### config.mk
export PLATFORM = sky130hd
export DESIGN_NAME = prog_sequencer
export DESIGN_NICKNAME = d
export VERILOG_FILES = /design/src/rtl/prog_sequencer.sv
export SDC_FILE = /design/constraint.sdc
export NUM_CORES = 1
export LEC_CHECK = 0
export BUFFER_PORTS_ARGS = -buffer_cell sky130_fd_sc_hd__buf_2
export CAP_MARGIN = 15
export CORE_MARGIN = 1.5
export CORE_UTILIZATION = 49
export CTS_BUF_LIST = sky130_fd_sc_hd__clkbuf_16
export CTS_CLUSTER_DIAMETER = 50
export DETAILED_ROUTE_END_ITERATION = 7
export GPL_ROUTABILITY_DRIVEN = 0
export MAX_ROUTING_LAYER = met4
export PLACE_DENSITY = 0.74
export SLEW_MARGIN = 0
export SYNTH_ARGS = -nofsm -noshare
export SYNTH_HDL_FRONTEND = slang
export SYNTH_SLANG_ARGS = --single-unit
### constraint.sdc
create_clock -name clk -period 2.2 [get_ports clk]
set_input_delay 0.11 -clock clk [delete_from_list [all_inputs] [get_ports clk]]
set_output_delay 0.11 -clock clk [all_outputs]
set_load 0.03 [all_outputs]
### src/rtl/prog_sequencer.sv
// Run controller for the single-cycle core: loads the selected program's start
// address, enables the core until HALT/abort/timeout, and reports completion status.
module prog_sequencer #(
  parameter int PC_W    = 8,
  parameter int START0  = 0,
  parameter int START1  = 25,
  parameter int START2  = 44,
  parameter int CNT_W   = 16,
  parameter int TIMEOUT = 4000
) (
  input  logic             clk,
  input  logic             reset,
  input  logic             start_req,
  input  logic [1:0]       prog_sel,
  input  logic             abort,
  input  logic             halt,
  output logic             start_ack,
  output logic             pc_load,
  output logic [PC_W-1:0]  pc_load_val,
  output logic             core_en,
  output logic             busy,
  output logic             done,
  output logic             timed_out,
  output logic             aborted,
  output logic [CNT_W-1:0] cycle_count,
  output logic [1:0]       last_prog,
  output logic             err_sel
);

  typedef enum logic [1:0] {
    IDLE = 2'd0,
    LOAD = 2'd1,
    RUN  = 2'd2,
    DONE = 2'd3
  } state_t;

  localparam int STARTS [4] = '{START0, START1, START2, 0};
  localparam logic [CNT_W-1:0] CNT_MAX   = '1;
  localparam logic [CNT_W-1:0] TIMEOUT_C = CNT_W'(TIMEOUT);

  state_t           state;
  logic [PC_W-1:0]  start_addr [4];
  logic [CNT_W-1:0] count_inc;
  logic             limit_hit;

  // Index 3 is never latched into last_prog; its entry only keeps the table total.
  generate
    for (genvar gi = 0; gi < 4; gi++) begin : g_start
      assign start_addr[gi] = PC_W'(STARTS[gi]);
    end
  endgenerate

  assign count_inc = (cycle_count == CNT_MAX) ? cycle_count : cycle_count + 1'b1;
  assign limit_hit = (count_inc >= TIMEOUT_C);

  always_comb begin
    pc_load_val = '0;
    if (state == LOAD)
      pc_load_val = start_addr[last_prog];
  end

  always_ff @(posedge clk or posedge reset) begin
    if (reset) begin
      state       <= IDLE;
      start_ack   <= 1'b0;
      pc_load     <= 1'b0;
      core_en     <= 1'b0;
      busy        <= 1'b0;
      done        <= 1'b0;
      timed_out   <= 1'b0;
      aborted     <= 1'b0;
      cycle_count <= '0;
      last_prog   <= 2'd0;
      err_sel     <= 1'b0;
    end else begin
      start_ack <= 1'b0;
      pc_load   <= 1'b0;
      done      <= 1'b0;
      err_sel   <= 1'b0;
      case (state)
        IDLE: begin
          if (start_req) begin
            if (prog_sel != 2'd3) begin
              start_ack   <= 1'b1;
              pc_load     <= 1'b1;
              busy        <= 1'b1;
              last_prog   <= prog_sel;
              cycle_count <= '0;
              timed_out   <= 1'b0;
              aborted     <= 1'b0;
              state       <= LOAD;
            end else begin
              err_sel <= 1'b1;
            end
          end
        end
        LOAD: begin
          core_en <= 1'b1;
          state   <= RUN;
        end
        RUN: begin
          cycle_count <= count_inc;
          // The exiting cycle itself is counted; halt masks both status flags.
          if (halt || abort || limit_hit) begin
            core_en   <= 1'b0;
            done      <= 1'b1;
            aborted   <= !halt && abort;
            timed_out <= !halt && !abort;
            state     <= DONE;
          end
        end
        DONE: begin
          busy  <= 1'b0;
          state <= IDLE;
        end
        default: state <= IDLE;
      endcase
    end
  end

endmodule

==> metrics.yaml, run 1 <==
critical_path:
  worstPathCellList: "buf_4 -> buf_4 -> nand4_1 -> buf_4 -> buf_4 -> o41ai_1 -> o41a_1 -> nor2_1 -> o21a_1 -> a221oi_2"
  crit_top_cell: "buf_4"
  crit_fanout: 5
  endpoint_kind: "flop"
  critPathArrivalTime_ns: 2.37
  slowest_stage: "dfrtp_2"
  cp-start-kind: "flop"
  critPathKind: "flop to flop"
  cpPeakStageDelay_ns: 0.41
  crit_required_ns: 2.37
timing:
  setup_ws_ns: 0.00616
  skew_ns: 0.00349
  min_period_over_period: 0.997
  fin_crit_ns: 2.19
  hold_viol_final: 0
  slew_violations: 0
  rsz0062_at_grt: "true"
  fin_setup_tns_ns: 0
  finalSetupViolations: 0
  fmax_ghz: 0.456
  fin_hold_ws_ns: 0.0622
power:
  power.density_nw_per_um2: 1020
  p_total_uw: 2390
  p_leak_uw: 0.00106
  vdd_drop_max_mv: 0.527
cts:
  cts_made_buffers: 3
  clk_latency_ns: 0.26
  cts_tree: "built"
  cts.path.max_buffers: 2
  clock_sinks: 27
  clkTransAtPathRegs_ns: 0.07
  cts_root_buf: "clkbuf_16"
  cts_max_level: 1
global_route:
  antenna_found_initial: 0
  grt_pass1_vias: 1509
  gr-usage-all-layers: 0.221
  grt_pass1_wl_um: 7110
  grt_max_degree: 29
  grt-ovfl-total: 0
layout:
  final_cell_mix: "buf_2 (37), nor2_1 (25), buf_4 (24)"
  diodes: 0
  final_core_util: 0.648
  ff_latch_area_um2: 686
  multi_input_area_um2: 1050
  drive_gt1_frac: 0.333
  syn2layout_area_growth_pct: 28.4
  layout_commonest_cell: "buf_2"
  fillers: 325
  final_nets: 283
detailed_routing:
  vias: 1796
  wl_per_cell_um: 13.9
  final_antenna_net_count: 0
  wl_um: 4380
  drcViolationCount: 0
  vias_per_cell: 5.70
  drt-initial-drc-count: 151
  drtPass1Iterations: 4
placement:
  pre_cts_ws_ns: 0.0101
  hpwl_um: 3050
  portBuffers: 37
floorplanning:
  io_pins: 41
  rows: 22
  fp.dieW_um: 64.2
  dieArea_um2: 4120
  core-area_um2: 3630
  dieHeight_um: 64.2
  initial_core_util: 0.505
logic_synthesis:
  ys_types: 50
  ys_warn_count: 0
  syn-cell-area_um2: 1830
  ys_seq_area_frac: 0.368
  synthCells: 215
  yosys_register_bits: 27
  synth_area_per_cell_um2: 8.53
run:
  maxCapViolCount: 0
outcome:
  status: "finished clean"
hold_path:
  hp-class: "input port to flop"
[critical path: cells and delay by family (launching register included)]
family,cells,cell delay (ns)
AO/OA/AOI/OAI,4,0.95
AND/OR/NAND/NOR,2,0.21
buffers and inverters,4,0.54
flip-flops,1,0.41
[final timing paths]
| path | start | slack [ns] | to | cells after the start |
|---|---|---|---|---|
| hold reg to reg | busy | 0.53 | busy | 2 |
| hold / removal | halt | 0.06 | core_en | 2 |
| max in group asynchronous | reset | 1.47 | cycle_count[3] | 4 |
| min in group asynchronous | reset | 0.45 | last_prog[0] | 4 |
| setup / recovery | cycle_count[0] | 0.006 | state[0] | 10 |
| setup reg to reg | cycle_count[0] | 0.006 | state[0] | 10 |
[per-layer routing]
metal	part of all wire	up-vias	routed length, um	global-route usage
met4	0.0073	0	32	0.0665
li1	-	890	-	-
met1	0.51	836	2210	0.334
met2	0.44	65	1910	0.311
met3	0.052	5	228	0.0211
met5	0	-	0	-
[through the flow]
step,instance area (um2),instances
after floorplan,1860,217
after global placement,2130,297
after detailed placement,2130,297
after CTS,2240,304
after global routing,2360,315
final,2360,315
[cells by family after synthesis]
kind of cell / after synthesis / synth area share
AND/OR/NAND/NOR: 82 / 0.236
AO/OA/AOI/OAI: 66 / 0.249
buffers and inverters: 29 / 0.0791
flip-flops: 27 / 0.368
adder cells (fa/ha/maj): 8 / 0.0546
other: 1 / 0.00204
XOR/XNOR: 1 / 0.00478
multiplexers: 1 / 0.00614
[registers in the layout (all words and copies together), names as in the netlist]
name and cells:
done 1, state 2, cycle_count 16, busy 1
pc_load 1, timed_out 1, core_en 1, aborted 1
err_sel 1, last_prog 2
[cells in the mapped netlist, drive strengths merged]
master,number,area [um2]
nor3,7,40.0
nor2,25,93.8
a21oi,10,50.1
xnor2,1,8.76
nand3,9,50.1
nand2,16,60.1
o22a,3,26.3
o21ai,19,95.1
o41a,1,11.3
and4,1,8.76
a211oi,1,12.5
o32ai,2,17.5
a31oi,7,43.8
or2,2,12.5
nor2b,2,12.5
clkbuf,9,33.8
nor4,3,25.0
o311ai,1,8.76
nand4,4,31.3
and2,3,18.8
o31a,1,8.76
o21a,2,15.0
nand4b,1,8.76
conb,1,3.75
o31ai,3,22.5
or4,2,15.0
a22o,1,8.76
o41ai,7,61.3
o211ai,5,42.5
dfrtp,27,676
o21bai,1,7.51
a21bo,1,10.0
mux2,1,11.3
ha,8,100
nand3b,1,7.51
or4b,2,23.8
buf,10,73.8
nand2b,1,6.26
a221oi,1,15.0
or3,3,18.8
inv,10,37.5
[final cells by class]
type,instances,area share
Multi-Input combinational cell,161,0.447
Sequential cell,27,0.291
Clock inverter,1,0.00372
Timing Repair Buffer,65,0.185
Inverter,10,0.0159
Clock buffer,3,0.0319
Tap cell,48,0.0255
[power by group]
part           switching (uW)  internal [uW]
registers                97.1            606
logic                     769            487
clock network             183            252
[repair_timing]
| item | 4_1_cts | 5_1_grt |
|---|---|---|
| pin swaps | 0 | 7 |
| hold endpoints to repair | 27 | 0 |
| hold buffers | 1 | 0 |
| endpoints found under the setup margin | 1 | 11 |
| resized for setup | 0 | 6 |
| buffers inserted | 2 | 11 |
Note: power is estimated with default switching activity, not from simulation.
==> run 2, diff against run 1 <==
==> constraint.sdc (replaced) <==
create_clock -name clk -period 1.9 [get_ports clk]
set_input_delay 0.095 -clock clk [delete_from_list [all_inputs] [get_ports clk]]
set_output_delay 0.095 -clock clk [all_outputs]
set_load 0.03 [all_outputs]
==> metrics.yaml, run 2 (same netlist as run 1, synthesis figures left out) <==
global_route:
  grt-ovfl-total: 0  # unchanged
  grt_pass1_wl_um: 8980  # was 7110 um
  grt_max_degree: 29  # unchanged
  grt_pass1_vias: 1976  # was 1,509
  antenna_found_initial: 0  # unchanged
  gr-usage-all-layers: 0.284  # was 0.221
critical_path:
  cp-start-kind: "flop"  # unchanged
  worstPathCellList: "ha_4 -> nand3_4 -> or4b_4 -> a211oi_4 -> o211ai_4 -> buf_4 -> o21ai_2 -> o32ai_2"  # was buf_4 -> buf_4 -> nand4_1 -> buf_4 -> buf_4 -> o41ai_1 -> o41a_1 -> nor2_1 -> o21a_1 -> a221oi_2
  crit_fanout: 6  # was 5
  r2r-end: "core_en"  # was state[0]
  critPathArrivalTime_ns: 2.33  # was 2.37 ns
  crit_end: "core_en"  # was state[0]
  ff2ff_path_depth: 8  # was 10
  path_depth: 8  # was 10
  slowest_stage: "or4b_4"  # was dfrtp_2
  r2r-start: "cycle_count[1]"  # was cycle_count[0]
  cpPeakStageDelay_ns: 0.52  # was 0.41 ns
  critPathKind: "flop to flop"  # unchanged
  endpoint_kind: "flop"  # unchanged
  cp-startpoint: "cycle_count[1]"  # was cycle_count[0]
  cpLargestDelayFamily: "compound AO/OA/AOI/OAI gates"  # unchanged
  crit_required_ns: 2.05  # was 2.37 ns
  cp_num_buf_inv: 1  # was 4
  r2r_slack_ns: -0.27  # was 0.006 ns
floorplanning:
  dieHeight_um: 64.2  # unchanged
  initial_core_util: 0.505  # unchanged
  core-area_um2: 3630  # unchanged
  dieArea_um2: 4120  # unchanged
  io_pins: 41  # unchanged
  rows: 22  # unchanged
  fp.dieW_um: 64.2  # unchanged
layout:
  final_cells: 342  # was 315
  top_regs: "cycle_count (16), last_prog (2), state (2)"  # unchanged
  regMostFlops: "cycle_count"  # unchanged
  multi_input_area_um2: 1190  # was 1050 um2
  layout_commonest_cell: "buf_4"  # was buf_2
  largest_reg_flops: 16  # unchanged
  fillers: 263  # was 325
  final_cell_mix: "buf_4 (49), buf_2 (37), nor2_1 (22)"  # was buf_2 (37), nor2_1 (25), buf_4 (24)
  syn2layout_area_growth_pct: 46.1  # was 28.4%
  fin_area_um2: 2680  # was 2360 um2
  diodes: 0  # unchanged
  final_core_util: 0.738  # was 0.648
  drive_gt1_frac: 0.456  # was 0.333
  final_nets: 310  # was 283
  ff_latch_area_um2: 684  # was 686 um2
cts:
  cts.path.max_buffers: 2  # unchanged
  cts_tree: "built"  # unchanged
  clk_latency_ns: 0.27  # was 0.26 ns
  cts_root_buf: "clkbuf_16"  # unchanged
  cts_made_buffers: 3  # unchanged
  clkTransAtPathRegs_ns: 0.07  # about the same
  cts_max_level: 1  # unchanged
  clock_sinks: 27  # unchanged
timing:
  min_period_over_period: 1.14  # was 0.997
  slew_headroom: 0.656
  setup_ws_ns: -0.274  # was 0.00616 ns
  finalSetupViolations: 15  # was 0
  slew_violations: 0  # unchanged
  fin_crit_ns: 2.17  # was 2.19 ns
  fmax_ghz: 0.460  # was 0.456 GHz
  skew_ns: 0.00503  # was 0.00349 ns
  hold_viol_final: 0  # unchanged
  rsz0062_at_grt: "true"  # unchanged
  worst_pin_slew_ns: 0.515
power:
  vdd_drop_max_mv: 0.639  # was 0.527 mV
  p_leak_uw: 0.00123  # was 0.00106 uW
  power.density_nw_per_um2: 1110  # was 1020 nW/um2
run:
  maxCapViolCount: 0  # unchanged
placement:
  portBuffers: 37  # unchanged
  dpl_cell_area_um2: 2350  # was 2130 um2
  dp.cells: 328  # was 297
  hpwl_um: 3600  # was 3050 um
detailed_routing:
  drcViolationCount: 0  # unchanged
  wl_per_cell_um: 16.8  # was 13.9 um
  vias_per_cell: 5.95  # was 5.70
  final_antenna_net_count: 0  # unchanged
  wl_um: 5730  # was 4380 um
  drtPass1Iterations: 6  # was 4
  vias: 2035  # was 1,796
  drt-initial-drc-count: 137  # was 151
hold_path:
  hp-class: "input port to flop"  # unchanged
  worstHoldStart: "prog_sel[1]"  # was halt
outcome:
  status: "complete, but fails checks"  # was finished clean
  violations: "negative setup slack"
[run 2: power breakdown]
group | internal [uW] | switching, uW
Clock | 292 | 224
Combinational | 650 | 998
Sequential | 700 | 99.0
Total | 1640 | 1320
[run 2: timing repair]
item / in CTS / in global routing
resized for setup: 20 / 18
pin swaps: 10 / 12
buffers inserted: 4 / 6
endpoints found under the setup margin: 15 / 21
hold buffers: 1 / 0
hold endpoints to repair: 12 / 0
[run 2: layer usage]
metal	vias to the layer above	routed length [um]	GRT usage
li1	942	-	-
met1	971	2360	0.348
met4	0	168	0.117
met2	101	2860	0.477
met3	21	341	0.0352
met5	-	0	-
[run 2: stage by stage]
| step | total power, uW | TNS, ns | setup WS (ns) | hold slack (ns) |
|---|---|---|---|---|
| 2_1_floorplan | 1760 | -3.25 | -0.356 | 0.147 |
| 3_3_place_gp | 2280 | -1.26 | -0.152 | 0.141 |
| 3_5_place_dp | 2330 | -1.79 | -0.197 | 0.160 |
| 5_1_grt | 3150 | -3.71 | -0.374 | 0.0500 |
| 4_1_cts | 2890 | -1.27 | -0.232 | 0.0444 |
| 6_report | 2960 | -2.19 | -0.274 | 0.0466 |
[run 2: worst min-delay path by stage]
stage	slack, ns	endpoint	depth (start not counted)
2_1_floorplan	0.15	aborted	1
3_3_place_gp	0.14	cycle_count[7]	2
3_5_place_dp	0.16	cycle_count[7]	2
4_1_cts	0.04	core_en	2
5_1_grt	0.05	core_en	2
6_report	0.05	pc_load	2
[run 2: area by class of cell]
cell class | instances | share of cell area
Inverter | 10 | 0.0140
Tap cell | 48 | 0.0224
Multi-Input combinational cell | 161 | 0.443
Clock inverter | 1 | 0.00327
Sequential cell | 27 | 0.255
Timing Repair Buffer | 92 | 0.234
Clock buffer | 3 | 0.0280
